==> config.mk <==
export PLATFORM = sky130hd
export DESIGN_NAME = mc_control_unit_flat
export DESIGN_NICKNAME = d
export VERILOG_FILES = /design/src/rtl/mc_control_unit_if.sv /design/src/rtl/mc_control_unit.sv /design/src/flat_wrapper.sv
export SDC_FILE = /design/constraint.sdc
export NUM_CORES = 1
export LEC_CHECK = 0
export ABC_CLOCK_PERIOD_IN_PS = 5000
export CAP_MARGIN = 20
export CORE_MARGIN = 3
export CORE_UTILIZATION = 40
export CTS_BUF_LIST = sky130_fd_sc_hd__clkbuf_2
export DETAILED_ROUTE_END_ITERATION = 8
export PLACE_DENSITY = 0.82
export SYNTH_ARGS = -nofsm -noshare
export SYNTH_HDL_FRONTEND = slang
export SYNTH_SLANG_ARGS = --single-unit
==> constraint.sdc <==
create_clock -name CLK -period 5 [get_ports CLK]
set_input_delay 1.5 -clock CLK [delete_from_list [all_inputs] [get_ports CLK]]
set_output_delay 1.5 -clock CLK [all_outputs]
set_load 0.02 [all_outputs]
==> src/rtl/mc_control_unit_if.sv <==
// rtl/mc_control_unit_if.sv - instruction fields, flags and control lines between mc_control_unit and the datapath
interface mc_control_unit_if;
  logic [5:0] Op;
  logic [5:0] Funct;
  logic       Zero;
  logic       IRWrite;
  logic       PCEn;
  logic       MemWrite;
  logic       RegWrite;
  logic       IorD;
  logic       RegDst;
  logic       MemtoReg;
  logic       ALUSrcA;
  logic [1:0] ALUSrcB;
  logic [1:0] PCSrc;
  logic [2:0] ALUControl;
  logic [3:0] State;

  modport master (
    input  Op, Funct, Zero,
    output IRWrite, PCEn, MemWrite, RegWrite, IorD, RegDst, MemtoReg,
           ALUSrcA, ALUSrcB, PCSrc, ALUControl, State
  );

  modport slave (
    output Op, Funct, Zero,
    input  IRWrite, PCEn, MemWrite, RegWrite, IorD, RegDst, MemtoReg,
           ALUSrcA, ALUSrcB, PCSrc, ALUControl, State
  );
endinterface

==> src/rtl/mc_control_unit.sv <==
// rtl/mc_control_unit.sv - multicycle MIPS Moore control FSM plus ALU decoder; MC_BNE_EN adds bne
// Enables are forced low while RST is high; State always shows the registered value.
module mc_control_unit (
  input  logic               CLK,
  input  logic               RST,
  mc_control_unit_if.master  bus
);

  localparam logic [5:0] OP_RTYPE = 6'b000000;
  localparam logic [5:0] OP_LW    = 6'b100011;
  localparam logic [5:0] OP_SW    = 6'b101011;
  localparam logic [5:0] OP_BEQ   = 6'b000100;
  localparam logic [5:0] OP_ADDI  = 6'b001000;
  localparam logic [5:0] OP_J     = 6'b000010;
`ifdef MC_BNE_EN
  localparam logic [5:0] OP_BNE   = 6'b000101;
`endif

  typedef enum logic [3:0] {
    FETCH   = 4'd0,
    DECODE  = 4'd1,
    MEMADR  = 4'd2,
    MEMRD   = 4'd3,
    MEMWB   = 4'd4,
    MEMWR   = 4'd5,
    RTYPEEX = 4'd6,
    RTYPEWB = 4'd7,
    BEQEX   = 4'd8,
    ADDIEX  = 4'd9,
    ADDIWB  = 4'd10,
    JEX     = 4'd11
`ifdef MC_BNE_EN
    , BNEEX = 4'd12
`endif
  } state_t;

  state_t state;
  state_t state_next;

  logic       ir_write, pc_write, mem_write, reg_write;
  logic       iord, reg_dst, mem_to_reg, alu_src_a;
  logic [1:0] alu_src_b, pc_src, alu_op;
  logic       branch;
  logic       legal;
  logic [2:0] alu_ctl;
  logic       pc_en;
`ifdef MC_BNE_EN
  logic       branch_ne;
`endif

  always_ff @(posedge CLK) begin
    if (RST) begin
      state <= FETCH;
    end else begin
      state <= state_next;
    end
  end

  always_comb begin
    state_next = FETCH;
    case (state)
      FETCH:   state_next = DECODE;
      DECODE: begin
        case (bus.Op)
          OP_LW, OP_SW: state_next = MEMADR;
          OP_RTYPE:     state_next = RTYPEEX;
          OP_BEQ:       state_next = BEQEX;
          OP_ADDI:      state_next = ADDIEX;
          OP_J:         state_next = JEX;
`ifdef MC_BNE_EN
          OP_BNE:       state_next = BNEEX;
`endif
          default:      state_next = FETCH;
        endcase
      end
      MEMADR:  state_next = (bus.Op == OP_SW) ? MEMWR : MEMRD;
      MEMRD:   state_next = MEMWB;
      RTYPEEX: state_next = RTYPEWB;
      ADDIEX:  state_next = ADDIWB;
      default: state_next = FETCH;
    endcase
  end

  always_comb begin
    ir_write   = 1'b0;
    pc_write   = 1'b0;
    mem_write  = 1'b0;
    reg_write  = 1'b0;
    iord       = 1'b0;
    reg_dst    = 1'b0;
    mem_to_reg = 1'b0;
    alu_src_a  = 1'b0;
    alu_src_b  = 2'b00;
    pc_src     = 2'b00;
    alu_op     = 2'b00;
    branch     = 1'b0;
    legal      = 1'b1;
`ifdef MC_BNE_EN
    branch_ne  = 1'b0;
`endif
    case (state)
      FETCH:   begin ir_write = 1'b1; pc_write = 1'b1; alu_src_b = 2'b01; end
      DECODE:  alu_src_b = 2'b11;
      MEMADR:  begin alu_src_a = 1'b1; alu_src_b = 2'b10; end
      MEMRD:   iord = 1'b1;
      MEMWB:   begin mem_to_reg = 1'b1; reg_write = 1'b1; end
      MEMWR:   begin iord = 1'b1; mem_write = 1'b1; end
      RTYPEEX: begin alu_src_a = 1'b1; alu_op = 2'b10; end
      RTYPEWB: begin reg_dst = 1'b1; reg_write = 1'b1; end
      BEQEX:   begin alu_src_a = 1'b1; alu_op = 2'b01; pc_src = 2'b01; branch = 1'b1; end
      ADDIEX:  begin alu_src_a = 1'b1; alu_src_b = 2'b10; end
      ADDIWB:  reg_write = 1'b1;
      JEX:     begin pc_src = 2'b10; pc_write = 1'b1; end
`ifdef MC_BNE_EN
      BNEEX:   begin alu_src_a = 1'b1; alu_op = 2'b01; pc_src = 2'b01; branch_ne = 1'b1; end
`endif
      default: legal = 1'b0;
    endcase
  end

  always_comb begin
    alu_ctl = 3'b010;
    case (alu_op)
      2'b01: alu_ctl = 3'b110;
      2'b10: begin
        case (bus.Funct)
          6'b100010: alu_ctl = 3'b110;
          6'b100100: alu_ctl = 3'b000;
          6'b100101: alu_ctl = 3'b001;
          6'b101010: alu_ctl = 3'b111;
          default:   alu_ctl = 3'b010;
        endcase
      end
      default: alu_ctl = 3'b010;
    endcase
  end

  // Zero feeds PCEn combinationally so a taken branch loads the PC in the same cycle.
  always_comb begin
    pc_en = pc_write | (branch & bus.Zero);
`ifdef MC_BNE_EN
    pc_en = pc_en | (branch_ne & ~bus.Zero);
`endif
  end

  always_comb begin
    bus.IRWrite    = 1'b0;
    bus.PCEn       = 1'b0;
    bus.MemWrite   = 1'b0;
    bus.RegWrite   = 1'b0;
    bus.IorD       = 1'b0;
    bus.RegDst     = 1'b0;
    bus.MemtoReg   = 1'b0;
    bus.ALUSrcA    = 1'b0;
    bus.ALUSrcB    = 2'b00;
    bus.PCSrc      = 2'b00;
    bus.ALUControl = 3'b000;
    if (!RST && legal) begin
      bus.IRWrite    = ir_write;
      bus.PCEn       = pc_en;
      bus.MemWrite   = mem_write;
      bus.RegWrite   = reg_write;
      bus.IorD       = iord;
      bus.RegDst     = reg_dst;
      bus.MemtoReg   = mem_to_reg;
      bus.ALUSrcA    = alu_src_a;
      bus.ALUSrcB    = alu_src_b;
      bus.PCSrc      = pc_src;
      bus.ALUControl = alu_ctl;
    end
  end

  assign bus.State = state;

endmodule

==> src/flat_wrapper.sv <==
// flat-port wrapper written by rule: the top's interface ports become plain ports
module mc_control_unit_flat 
  (CLK, RST, bus_Op, bus_Funct, bus_Zero, bus_IRWrite, bus_PCEn, bus_MemWrite, bus_RegWrite, bus_IorD, bus_RegDst, bus_MemtoReg, bus_ALUSrcA, bus_ALUSrcB, bus_PCSrc, bus_ALUControl, bus_State);
  mc_control_unit_if bus_i ();
  input  logic CLK;
  input  logic RST;
  input wire logic [$bits(bus_i.Op)-1:0] bus_Op;
  input wire logic [$bits(bus_i.Funct)-1:0] bus_Funct;
  input wire logic [$bits(bus_i.Zero)-1:0] bus_Zero;
  output wire logic [$bits(bus_i.IRWrite)-1:0] bus_IRWrite;
  output wire logic [$bits(bus_i.PCEn)-1:0] bus_PCEn;
  output wire logic [$bits(bus_i.MemWrite)-1:0] bus_MemWrite;
  output wire logic [$bits(bus_i.RegWrite)-1:0] bus_RegWrite;
  output wire logic [$bits(bus_i.IorD)-1:0] bus_IorD;
  output wire logic [$bits(bus_i.RegDst)-1:0] bus_RegDst;
  output wire logic [$bits(bus_i.MemtoReg)-1:0] bus_MemtoReg;
  output wire logic [$bits(bus_i.ALUSrcA)-1:0] bus_ALUSrcA;
  output wire logic [$bits(bus_i.ALUSrcB)-1:0] bus_ALUSrcB;
  output wire logic [$bits(bus_i.PCSrc)-1:0] bus_PCSrc;
  output wire logic [$bits(bus_i.ALUControl)-1:0] bus_ALUControl;
  output wire logic [$bits(bus_i.State)-1:0] bus_State;
  assign bus_i.Op = bus_Op;
  assign bus_i.Funct = bus_Funct;
  assign bus_i.Zero = bus_Zero;
  assign bus_IRWrite = bus_i.IRWrite;
  assign bus_PCEn = bus_i.PCEn;
  assign bus_MemWrite = bus_i.MemWrite;
  assign bus_RegWrite = bus_i.RegWrite;
  assign bus_IorD = bus_i.IorD;
  assign bus_RegDst = bus_i.RegDst;
  assign bus_MemtoReg = bus_i.MemtoReg;
  assign bus_ALUSrcA = bus_i.ALUSrcA;
  assign bus_ALUSrcB = bus_i.ALUSrcB;
  assign bus_PCSrc = bus_i.PCSrc;
  assign bus_ALUControl = bus_i.ALUControl;
  assign bus_State = bus_i.State;
  mc_control_unit u_core (.CLK(CLK), .RST(RST), .bus(bus_i));
endmodule
==> impl_metrics.yaml, run 1 <==
status:
  outcome: "completed"
yosys:
  yosys_warnings: 0
  ys_seq_elements: 4
  netlist_area_um2: 549
  synth_cell_types: 35
  yosys.area.top_type_share: 0.146
  synth_area_leaders: "dfxtp_1 15%, nor3_1 10%, nor2_1 6.2%"
  yosysTopAreaCell: "dfxtp_1"
  syn_inst: 81
  syn_nets: 98
  synth-seq-area-share: 0.146
  syn_area_per_cell_um2: 6.78
setup_path:
  crit_type: "input port to primary output"
  critPathArrivalTime_ns: 3.18
  crit_path_top_delay_cell: "clkdlybuf4s50_1"
  crit_path_start_kind: "input port"
  rrSetupSlack_ns: 3.45
  cp.required_ns: 3.50
  max_stage_delay_ns: 0.53
  end_kind: "primary output"
  path_max_fanout: 2
  cpMostUsedCell: "clkdlybuf4s50_1"
  path_cells: "clkdlybuf4s50_1, nor3b_1, nand3_1, a211oi_1, nor2_1, clkdlybuf4s50_1"
sta:
  worstMarginPinSlew_ns: 0.536
  setup_viol: 0
  fin_tns_setup_ns: 0
  clock.fmax_ghz: 0.214
  min_period_ns: 4.68
  rsz0062_at_grt: "no"
  final_max_slew_viol_count: 0
  skew_ns: 0.00366
  fin_hold_ws_ns: 0.765
  relSlewSlack: 0.642
  period_share: 0.936
  layout_setup_ws_ns: 0.321
  hold_viol_final: 0
global_routing:
  antenna_found_initial: 0
  grt_use_total: 0.198
  grt.overflow.total: 0
  grt_pass1_wl_um: 2720
  grt_max_degree: 16
  grt_pass1_vias: 643
cells_and_area:
  fin_nets: 132
  drive_above_1_share: 0.0708
  post-route-util: 0.746
  fin_area_um2: 896
  layout.cells.non_filler: 127
  fill_cells: 100
  n_antenna_cell: 0
  largest_reg_flops: 4
  area_growth_pct: 63.1
clock_network:
  cts_sinks: 4
  clk_path_buf_depth: 2
  htreeDepth: 1
  post_cts_buffers: 0
  cts_resized: 0
  path_clk_slew_ns: 0.05
  cts_hold_buf: 0
  cts_tree: "yes"
  clock_latency_ns: 0.23
  cts_buffers: 3
  clock_tree.root_cell: "clkbuf_2"
detailed_routing:
  dr.pass1.iters: 4
  drt-met1-wl_um: 731
  routed-wl-met3_um: 155
  post-route-drc-count: 0
  met2_length_um: 730
  ant_nets: 0
  finalWirelength_um: 1690
  dr.first_iter.drc_count: 13
  vias: 768
  avgViaCountPerCell: 6.05
  routed.top_layer: "met4"
  routedWlPerCell_um: 13.3
placement:
  hpwl_um: 1250
  dp_cells: 124
  place_area_um2: 881
  port_buffers: 33
  gp_congestion: 0.803
  place_ws_ns: 0.341
power_and_ir_drop:
  vdd_drop_max_v: 0.0000865
  powerDensity_nw_per_um2: 127
  total_power_mw: 0.114
  leakage_nw: 0.316
floorplan:
  core_area_um2: 1200
  initial_utilization: 0.457
  die_area_um2: 1850
  ios: 34
  die_y_um: 43.1
  num_rows: 12
  fp.dieW_um: 43.1
run:
  cap_viol_max_count: 0
hold_path:
  hp-class: "register to register"
cells in the mapped netlist:
| library cell | n |
|---|---|
| nor3b_1 | 2 |
| nor2_2 | 1 |
| o21ai_0 | 1 |
| nand2b_2 | 1 |
| a221oi_1 | 1 |
| a2111oi_2 | 1 |
| xnor2_1 | 1 |
| o211ai_1 | 1 |
| nand2b_1 | 3 |
| xor2_1 | 1 |
| a41oi_1 | 1 |
| clkbuf_1 | 1 |
| a31oi_1 | 2 |
| nand3_1 | 3 |
| mux2i_1 | 1 |
| a21oi_1 | 4 |
| o21bai_1 | 1 |
| a311oi_1 | 1 |
| dfxtp_1 | 4 |
| a211o_1 | 1 |
| a21oi_2 | 1 |
| a22oi_1 | 1 |
| nor2_1 | 9 |
| inv_1 | 5 |
| a21o_1 | 1 |
| a211oi_1 | 1 |
| nand4b_1 | 1 |
| buf_2 | 4 |
| nor4_1 | 5 |
| or3_1 | 4 |
| ha_1 | 2 |
| nor2b_1 | 2 |
| nor3_1 | 11 |
| nand2_1 | 1 |
| and3_1 | 1 |
cell families after synthesis:
kind of cell	after synthesis	share of synthesized area
xor+xnor	2	0.0319
compound gates	18	0.244
flops	4	0.146
fa+ha+maj	2	0.0456
buf+inv	10	0.0774
simple gates	44	0.437
mux	1	0.0182
area by class of cell:
class	instances	area, um^2	share of cell area
multi-input combinational	67	427	0.476
tap	14	17.5	0.0196
sequential	4	80.1	0.0894
inverter	5	18.8	0.0209
clock buffer	3	15.0	0.0168
timing repair buffer	34	338	0.377
worst max-delay path: cells and delay by family:
family                 cells  cell delay, ns
AO/OA/AOI/OAI              1            0.24
AND/OR/NAND/NOR            3            0.43
buffers and inverters      2            1.00
final timing paths:
check,start,to,cells after the start
hold / removal,u_core.bus.State[3],u_core.bus.State[0],1
hold reg to reg,u_core.bus.State[3],u_core.bus.State[0],1
setup / recovery,bus_Funct[2],bus_ALUControl[1],6
setup reg to reg,u_core.bus.State[1],u_core.bus.State[0],4
report_power, final:
| group | leakage [nW] | internal, mW | switching (mW) |
|---|---|---|---|
| clock | 0.0125 | 0.0161 | 0.0159 |
| combinational | 0.271 | 0.0241 | 0.0203 |
| sequential | 0.0326 | 0.0330 | 0.00421 |
placed cells by master, fill, tap and decap left out, drive strengths merged, types with 4 or more instances in the layout:
cell type / synthesis / routed
dfxtp: 4 / 4
nor4: 5 / 5
nor3: 11 / 11
inv: 5 / 5
nor2: 10 / 10
a21oi: 5 / 5
or3: 4 / 4
nand2b: 4 / 4
clkdlybuf4s50: 0 / 33
layer usage:
layer  vias to the layer above  GRT usage
met5                         -          0
met2                        39      0.305
met3                         8     0.0551
met4                         0      0.145
met1                       350      0.228
li1                        371          -
Power figures use the tool's default switching activity.
==> inputs of run 2 (changes only) <==
==> constraint.sdc (replaced) <==
create_clock -name CLK -period 5 [get_ports CLK]
set_input_delay 1.5 -clock CLK [delete_from_list [all_inputs] [get_ports CLK]]
set_output_delay 1.5 -clock CLK [all_outputs]
set_load 0.005 [all_outputs]
==> run 2 against run 1 <==
Cell area stayed put; sequential power hardly changed; via count is 0.39% lower; largest power group unchanged; cell count stayed put; critical path depth is 2 lower.
==> impl_metrics.yaml, run 2 (same netlist as run 1, synthesis figures left out) <==
status:
  outcome: "completed"
global_routing:
  grt_max_degree: 16
  grt_use_total: 0.180
  grt_pass1_vias: 608
  busiest_layer: "met2"
  grt.overflow.total: 0
  grt_use_met2: 0.293
  antenna_found_initial: 0
  gr-usage-met3: 0.0297
  grt_pass1_wl_um: 2620
  met1_usage: 0.232
cells_and_area:
  layout_common_cells: "33 x clkdlybuf4s50_1, 11 x nor3_1, 9 x nor2_1"
  fin_nets: 132
  final_common_cell: "clkdlybuf4s50_1"
  n_antenna_cell: 0
  drive_above_1_share: 0.0708
  largest_reg_flops: 4
  fin_area_um2: 896
  area_growth_pct: 63.1
setup_path:
  critPathArrivalTime_ns: 3.10
  crit_path_start_kind: "input port"
  cpMostUsedCell: "clkdlybuf4s50_1"
  path_max_fanout: 7
  end_kind: "primary output"
  rrSetupSlack_ns: 3.42
  cp.required_ns: 3.50
  crit_path_top_delay_cell: "clkdlybuf4s50_1"
  max_stage_delay_ns: 0.56
  r2r_end: "u_core.bus.State[0]"
  worst-r2r-cell-count: 4
  path_cells: "clkdlybuf4s50_1, or3_1, nor3_1, clkdlybuf4s50_1"
  rr_startpoint: "u_core.bus.State[1]"
  crit_type: "input port to primary output"
sta:
  layout_setup_ws_ns: 0.398
  clock.fmax_ghz: 0.217
  relSlewSlack: 0.648
  period_share: 0.920
  final_max_slew_viol_count: 0
  worstMarginPinSlew_ns: 0.527
  skew_ns: 0.00244
  setup_viol: 0
  fin_hold_ws_ns: 0.765
  rsz0062_at_grt: "no"
  min_period_ns: 4.60
  fin_tns_setup_ns: 0
  hold_viol_final: 0
clock_network:
  clock_tree.root_cell: "clkbuf_2"
  cts_hold_buf: 0
  htreeDepth: 1
  clk_path_buf_depth: 2
  cts_sinks: 4
  clock_latency_ns: 0.22
  cts_tree: "yes"
  cts_resized: 0
  cts_buffers: 3
  path_clk_slew_ns: 0.05
  post_cts_buffers: 0
detailed_routing:
  post-route-drc-count: 0
  vias: 765
  avgViaCountPerCell: 6.02
  dr.first_iter.drc_count: 27
  finalWirelength_um: 1690
  ant_nets: 0
  routedWlPerCell_um: 13.3
  dr.pass1.iters: 5
power_and_ir_drop:
  powerDensity_nw_per_um2: 121
  total_power_mw: 0.109
  leakage_nw: 0.316
  vdd_drop_max_v: 0.0000873
floorplan:
  ios: 34
  die_area_um2: 1850
  core_area_um2: 1200
  initial_utilization: 0.457
  fp.dieW_um: 43.1
  die_y_um: 43.1
  num_rows: 12
hold_path:
  hp-class: "register to register"
  hold_path_end: "u_core.bus.State[0]"
  holdCritStartpoint: "u_core.bus.State[3]"
  worst_hold_path.num_cells: 1
placement:
  gp_congestion: 0.806
  place_area_um2: 881
  hpwl_um: 1250
  port_buffers: 33
  place_ws_ns: 0.409
run:
  cap_viol_max_count: 0
run 2: layout make-up:
| class | instances | area, um^2 |
|---|---|---|
| well taps | 14 | 17.5 |
| inverters | 5 | 18.8 |
| multi-input cells | 67 | 427 |
| clock buffers | 3 | 15.0 |
| fillers | 106 | 305 |
| flip-flops and latches | 4 | 80.1 |
| repair buffers | 34 | 338 |
run 2: through the flow:
| step | std cells | utilization |
|---|---|---|
| 2_1_floorplan | 81 | - |
| 3_3_place_gp | 124 | 0.733 |
| 3_5_place_dp | 124 | 0.733 |
| 4_1_cts | 127 | 0.746 |
| 5_1_grt | 127 | 0.746 |
| 6_report | 127 | 0.746 |
run 2: how the worst max path moves through the flow:
| stage | start | to | cells after the start | slack [ns] |
|---|---|---|---|---|
| detailed placement | RST | bus_IRWrite | 4 | 0.41 |
| global route | bus_Funct[1] | bus_ALUControl[2] | 5 | 0.30 |
| global placement | bus_Funct[2] | bus_ALUControl[1] | 6 | 0.41 |
| CTS | bus_Funct[2] | bus_ALUControl[1] | 6 | 0.41 |
| finish | RST | bus_IRWrite | 4 | 0.40 |
| floorplan | bus_Funct[1] | bus_ALUControl[1] | 4 | 1.39 |
run 2: power by group:
group / switching (mW) / total, mW / internal, mW
sequential: 0.00418 / 0.0371 / 0.0330
combinational: 0.0160 / 0.0400 / 0.0240
clock: 0.0154 / 0.0316 / 0.0162
run 2: critical path: cells and delay by family:
kind	cells	cell delay (ns)
and+or+nand+nor	2	0.52
buffers and inverters	2	1.08
run 2: routing by layer:
layer | routed length, um | share of wire
met1 | 747 | 0.44
met2 | 773 | 0.46
met3 | 166 | 0.098
met4 | 2 | 0.0012
met5 | 0 | 0
